### src/rtl/csa_batch_ctrl_if.sv
// Operand and result streams between a serial producer/consumer and csa_batch_ctrl.
// Latency: none (wires only). Backpressure: in_ready gates operands; out_ready gates results.
// master = producer/consumer side, slave = controller side.
interface csa_batch_ctrl_if #(
  parameter int W     = 8,
  parameter int OUT_W = 13
);
  logic             in_valid;
  logic             in_ready;
  logic [W-1:0]     in_data;
  logic             in_last;
  logic             out_valid;
  logic             out_ready;
  logic [OUT_W-1:0] out_data;

  modport master (
    output in_valid, in_data, in_last, out_ready,
    input  in_ready, out_valid, out_data
  );

  modport slave (
    input  in_valid, in_data, in_last, out_ready,
    output in_ready, out_valid, out_data
  );
endinterface

### src/rtl/csa_batch_ctrl.sv
// Buffers up to N_OPS serial operands for the shared csa8x10 adder and returns the registered sum.
// Latency: the result is valid one cycle after the final operand is accepted (FILL -> SUM -> HOLD).
// Backpressure: in_ready low outside FILL; result held until out_ready. CSA_CTRL_ABORT_EN adds abort.
module csa_batch_ctrl #(
  parameter int N_OPS = 10,
  parameter int W     = 8,
  parameter int OUT_W = 13
) (
  input  logic               clk,
  input  logic               rst_n,
`ifdef CSA_CTRL_ABORT_EN
  input  logic               abort,
`endif
  csa_batch_ctrl_if.slave    io,
  output logic [N_OPS*W-1:0] csa_data,
  input  logic [OUT_W-1:0]   csa_sum,
  output logic [3:0]         op_count
);

  typedef enum logic [1:0] {FILL, SUM, HOLD} state_t;

  localparam logic [3:0] LAST_IDX = 4'(N_OPS - 1);

  state_t           state, state_nxt;
  logic [W-1:0]     slot_q [N_OPS];
  logic [3:0]       cnt_q;
  logic [OUT_W-1:0] sum_q;
  logic             abort_hit;
  logic             accept;
  logic             clear;
  logic             capture;

`ifdef CSA_CTRL_ABORT_EN
  assign abort_hit = abort && (state == FILL);
`else
  assign abort_hit = 1'b0;
`endif

  // Abort takes priority over a coincident operand, which is then dropped.
  always_comb begin
    state_nxt = state;
    accept    = 1'b0;
    clear     = 1'b0;
    capture   = 1'b0;
    case (state)
      FILL: begin
        if (abort_hit) begin
          clear = 1'b1;
        end else if (io.in_valid) begin
          accept = 1'b1;
          if ((cnt_q == LAST_IDX) || io.in_last) begin
            state_nxt = SUM;
          end
        end
      end
      SUM: begin
        capture   = 1'b1;
        state_nxt = HOLD;
      end
      HOLD: begin
        if (io.out_ready) begin
          clear     = 1'b1;
          state_nxt = FILL;
        end
      end
      default: state_nxt = FILL;
    endcase
  end

  always_ff @(posedge clk or negedge rst_n) begin
    if (!rst_n) begin
      state <= FILL;
    end else begin
      state <= state_nxt;
    end
  end

  // Unfilled slots stay zero, so a short batch sums only the operands it accepted.
  always_ff @(posedge clk or negedge rst_n) begin
    if (!rst_n) begin
      for (int i = 0; i < N_OPS; i++) begin
        slot_q[i] <= '0;
      end
      cnt_q <= '0;
      sum_q <= '0;
    end else begin
      if (clear) begin
        for (int i = 0; i < N_OPS; i++) begin
          slot_q[i] <= '0;
        end
        cnt_q <= '0;
      end else if (accept) begin
        for (int i = 0; i < N_OPS; i++) begin
          if (cnt_q == 4'(i)) begin
            slot_q[i] <= io.in_data;
          end
        end
        cnt_q <= cnt_q + 4'd1;
      end
      if (capture) begin
        sum_q <= csa_sum;
      end
    end
  end

  for (genvar g = 0; g < N_OPS; g++) begin : g_slot
    assign csa_data[W*g +: W] = slot_q[g];
  end

  assign io.in_ready  = (state == FILL);
  assign io.out_valid = (state == HOLD);
  assign io.out_data  = sum_q;
  assign op_count     = cnt_q;

endmodule
### src/flat_wrapper.sv
// flat-port wrapper written by rule: the top's interface ports become plain ports
module csa_batch_ctrl_flat 
#(
  parameter int N_OPS = 10,
  parameter int W     = 8,
  parameter int OUT_W = 13
)
  (clk, rst_n, csa_data, csa_sum, op_count, io_in_valid, io_in_data, io_in_last, io_out_ready, io_in_ready, io_out_valid, io_out_data);
  csa_batch_ctrl_if #(.W(W), .OUT_W(OUT_W)) io_i ();
  input  logic clk;
  input  logic rst_n;
  output logic [N_OPS*W-1:0] csa_data;
  input  logic [OUT_W-1:0] csa_sum;
  output logic [3:0] op_count;
  input wire logic [$bits(io_i.in_valid)-1:0] io_in_valid;
  input wire logic [$bits(io_i.in_data)-1:0] io_in_data;
  input wire logic [$bits(io_i.in_last)-1:0] io_in_last;
  input wire logic [$bits(io_i.out_ready)-1:0] io_out_ready;
  output wire logic [$bits(io_i.in_ready)-1:0] io_in_ready;
  output wire logic [$bits(io_i.out_valid)-1:0] io_out_valid;
  output wire logic [$bits(io_i.out_data)-1:0] io_out_data;
  assign io_i.in_valid = io_in_valid;
  assign io_i.in_data = io_in_data;
  assign io_i.in_last = io_in_last;
  assign io_i.out_ready = io_out_ready;
  assign io_in_ready = io_i.in_ready;
  assign io_out_valid = io_i.out_valid;
  assign io_out_data = io_i.out_data;
  csa_batch_ctrl #(.N_OPS(N_OPS), .W(W), .OUT_W(OUT_W)) u_core (.clk(clk), .rst_n(rst_n), .io(io_i), .csa_data(csa_data), .csa_sum(csa_sum), .op_count(op_count));
endmodule
### config.mk
export PLATFORM = sky130hd
export DESIGN_NAME = csa_batch_ctrl_flat
export DESIGN_NICKNAME = d
export VERILOG_FILES = /design/src/rtl/csa_batch_ctrl_if.sv /design/src/rtl/csa_batch_ctrl.sv /design/src/flat_wrapper.sv
export SDC_FILE = /design/constraint.sdc
export NUM_CORES = 1
export LEC_CHECK = 0
export ABC_CLOCK_PERIOD_IN_PS = 1700
export CAP_MARGIN = 0
export CELL_PAD_IN_SITES_DETAIL_PLACEMENT = 0
export CELL_PAD_IN_SITES_GLOBAL_PLACEMENT = 1
export CORE_MARGIN = 5
export CORE_UTILIZATION = 36
export DETAILED_ROUTE_END_ITERATION = 10
export HOLD_SLACK_MARGIN = 0.1
export MAX_ROUTING_LAYER = met4
export PLACE_DENSITY = 0.87
export SETUP_SLACK_MARGIN = 0.02
export SLEW_MARGIN = 20
export SYNTH_ARGS = -nofsm -noshare
export SYNTH_HDL_FRONTEND = slang
export SYNTH_SLANG_ARGS = --single-unit
### constraint.sdc
create_clock -name clk -period 1.7 [get_ports clk]
set_input_delay 0.17 -clock clk [delete_from_list [all_inputs] [get_ports clk]]
set_output_delay 0.17 -clock clk [all_outputs]
set_load 0.005 [all_outputs]
==> flow_summary_export.csv <==
group,metric,value,unit
clocking,clkTransAtPathRegs,0.06,ns
layout,final_cell_count_no_fill,701,
sta,slew_violations,0,
die,die_h,118.9,um
worst_setup_path,critical_path.startpoint_type,"flip-flop",
die,fp.dieArea,0.01413,mm2
detailed_routing,drt-met1-wl,5.719,mm
logic_synthesis,syn_area,0.004268,mm2
worst_setup_path,worstSetupEndpointType,"output port",
layout,antenna_cells_inserted,0,
worst_setup_path,worst_path_buf_inv,1,
worst_setup_path,capture_instance_of_the_worst_register_to_register_path,"u_core.csa_data[31]",
pwr,p_comb_frac,0.407,
logic_synthesis,post_synth_num_cell_types,38,
pwr,share_of_power_burned_in_registers,0.376,
placed_design,placed_cells_incl_taps,677,
job,max_cap_viol_count,0,
worst_setup_path,crit_required,1.53,ns
die,rows,39,
worst_setup_path,reg2reg_slack,0.11,ns
worst_setup_path,worst-path-max-fanout,7,
layout,drive_gt1_frac,0.1900,
sta,grt_setup_unrepaired,"yes",
detailed_routing,vias_per_inst,5.211,
detailed_routing,detail_route.wirelength,12.39,mm
pwr,max-vdd-ir-drop,818.5,uV
sta,timing.final.hold_violations,0,
worst_setup_path,critPathLaunch,"u_core.state[1]",
worst_setup_path,worst_path_max_delay_cell,"clkdlybuf4s50_1",
detailed_routing,routedWlPerCell,17.67,um
clocking,clock_latency,0.34,ns
worst_setup_path,cp.arrival,1.45,ns
worst_setup_path,critical_path.endpoint,"io_in_ready",
detailed_routing,first_pass_iters,5,
die,num_io_pins,125,
clocking,clock_tree.buffer_depth,2,
detailed_routing,top_layer_used,"met4",
sta,timing.final.setup_violations,0,
logic_synthesis,ys_warn_count,0,
worst_setup_path,r2r.worst_path.cells,5,
placed_design,hpwl,9.065,mm
outcome,run_status,"finished, final reports clean",
global_route,grt_pass1_wl,20.24,mm
placed_design,portBuffers,124,
worst_setup_path,worstPathCellList,"nor2_1, clkdlybuf4s50_1",
pwr,net-switching-power,3.146,mW
clocking,cts-buffers-inserted,9,
clocking,cts.htree.levels,3,
sta,finalWorstPathRequiredPeriod,1.624,ns
pwr,power.internal,7.100,mW
pwr,power-per-cell-area,1607,mW/mm2
detailed_routing,route.vias.total,3653,
worst_setup_path,setup.worst_path.class,"flip-flop to output port",
worst_setup_path,crit_path_max_incr_delay,0.52,ns
logic_synthesis,synth_fp_nets,429,
pwr,clock_power_share,0.217,
global_route,overflow,0,
sta,achievable-frequency,615.7,MHz
logic_synthesis,netlist_instances,399,
detailed_routing,drt-initial-drc-count,228,
global_route,global_route.usage.total,0.1815,
detailed_routing,drt.antenna.violating_nets,0,
detailed_routing,route.met2.wl,5.888,mm
die,die_width,118.9,um
layout,design_area,0.006376,mm2
pwr,power_switching_share,0.3071,
layout,utilization,0.5537,
worst_setup_path,critical_path_depth,2,
sta,min_period_over_period,0.9554,
global_route,first_global_vias,3892,
hold_path,worst_hold_path_type,"input port to async pin",
die,initial_core_util,0.3706,
die,floorplan.core_area,0.01152,mm2
logic_synthesis,yosysSeqAreaShare,0.5805,
layout,final_nets,583,
clocking,clock_tree.root_cell,"clkbuf_16",
worst_setup_path,r2r-start,"u_core.state[0]",
placed_design,placed_area,0.005894,mm2
pwr,total_leakage_power,2.781,nW
logic_synthesis,postSynthAreaPerCell,10.70,um2
sta,worst_slew_margin_rel,0.6412,
clocking,clock_sink_count,99,
detailed_routing,route.met3.wl,623,um
clocking,cts_tree,"built",
placed_design,routabilityCongestion,0.8340,
pwr,design_power_total,10.25,mW
layout,synthToLayoutAreaGrowth,49.40,%
worst_setup_path,crit_family,"buffers and inverters",
sta,clock_skew,0.008998,ns
sta,transition_time_of_the_tightest_slew_check_pin,0.5382,ns
global_route,grt_start_max_net_pins,37,
global_route,initial_antenna_violation_count,0,
detailed_routing,post-route-drc-count,0,
logic_synthesis,ys_seq_elements,99,
cell type report:
| class | instances | area (um2) |
|---|---|---|
| sequential | 99 | 2482 |
| tap | 143 | 178.9 |
| clock buffer | 10 | 239.0 |
| multi-input combinational | 263 | 1668 |
| inverter | 4 | 15.01 |
| timing repair buffer | 176 | 1705 |
| clock inverter | 6 | 87.58 |
| fill | 1023 | 5140 |
kinds of logic after synthesis:
family          count (synthesis)  share of synthesized area
compound gates                 91                     0.1223
mux                            34                    0.08355
flops                          99                     0.5805
fa+ha+maj                       4                    0.01173
buf+inv                        37                    0.04368
simple gates                  134                     0.1583
cells in the final DEF, fill, tap and decap left out, types with 13 or more instances in the layout:
| cell | count |
|---|---|
| clkdlybuf4s50_1 | 122 |
| dfrtp_1 | 95 |
| nand2_1 | 68 |
| buf_4 | 46 |
| o21ai_0 | 39 |
| nand3_1 | 36 |
| o211ai_1 | 24 |
| mux2i_1 | 21 |
| o21ai_1 | 14 |
| mux2_2 | 13 |
worst reg2reg max path, cell delays in order (launching register included):
cell and delay, ns:
dfrtp_2 0.43, buf_4 0.15, or3b_4 0.42, buf_4 0.18
o211ai_1 0.22, o21ai_2 0.08
power groups by stage:
stage	Combinational [mW]	Sequential, mW	Clock, mW
floorplan	1.42	3.82	0
global placement	3.86	3.87	0
detailed placement	3.97	3.90	0
CTS	4.05	3.87	2.26
global route	4.55	3.97	2.37
finish	4.17	3.85	2.23
synthesized netlist by cell type, drive strengths merged:
cell type	count	area, um2
mux2	13	146.4
nor2	2	7.510
nor3	2	20.02
and2	5	31.28
clkbuf	16	62.56
nor3b	1	7.510
nand2b	2	12.51
nor2b	1	6.260
nand4bb	2	22.52
a21oi	4	20.02
or3	2	12.51
nand3	36	180.2
o21ai	62	314.1
buf	17	108.9
nand4b	1	8.760
dfrtp	99	2477
or2b	1	7.510
or2	1	6.260
o211ai	24	180.2
a21o	1	7.510
inv	4	15.01
and4bb	1	12.51
mux2i	21	210.2
and3	1	6.260
ha	4	50.05
nor4bb	2	20.02
nand2	70	262.8
nor4b	1	23.77
or3b	2	20.02
nand3b	1	7.510
registers in the layout (all words and copies together) (netlist names):
signal              count
u_core.io.out_data     13
u_core.csa_data        80
u_core.state            2
u_core.op_count         4
worst min path at each step:
stage	from	endpoint	depth (start not counted)
detailed placement	rst_n	u_core.op_count[3]	1
global placement	rst_n	u_core.io.out_data[9]	1
floorplan	rst_n	u_core.csa_data[0]	0
finish	rst_n	u_core.io.out_data[9]	2
global route	rst_n	u_core.io.out_data[7]	2
CTS	rst_n	u_core.io.out_data[1]	2
layer usage:
metal | track usage | up-vias
li1 | - | 1707
met4 | 0.04417 | 0
met5 | - | -
met2 | 0.2796 | 125
met1 | 0.2471 | 1803
met3 | 0.03886 | 18
metrics by stage:
stage	worst slack, ns	hold WS [ns]	TNS (ns)
CTS	0.02710	0.3479	0
detailed placement	-0.1054	0.1640	-1.961
global route	-0.02824	0.3844	-0.06197
global placement	-0.01682	0.1551	-0.1068
finish	0.07586	0.3306	0
floorplan	0.08798	-0.1256	0
what timing repair did:
action / CTS / global route
pin swaps: 0 / 1
hold endpoints to repair: 32 / 0
setup endpoints to repair: 19 / 36
buffers inserted: 2 / 5
hold buffers: 1 / 0
gates resized for setup: 9 / 28
Power figures use the tool's default switching activity.
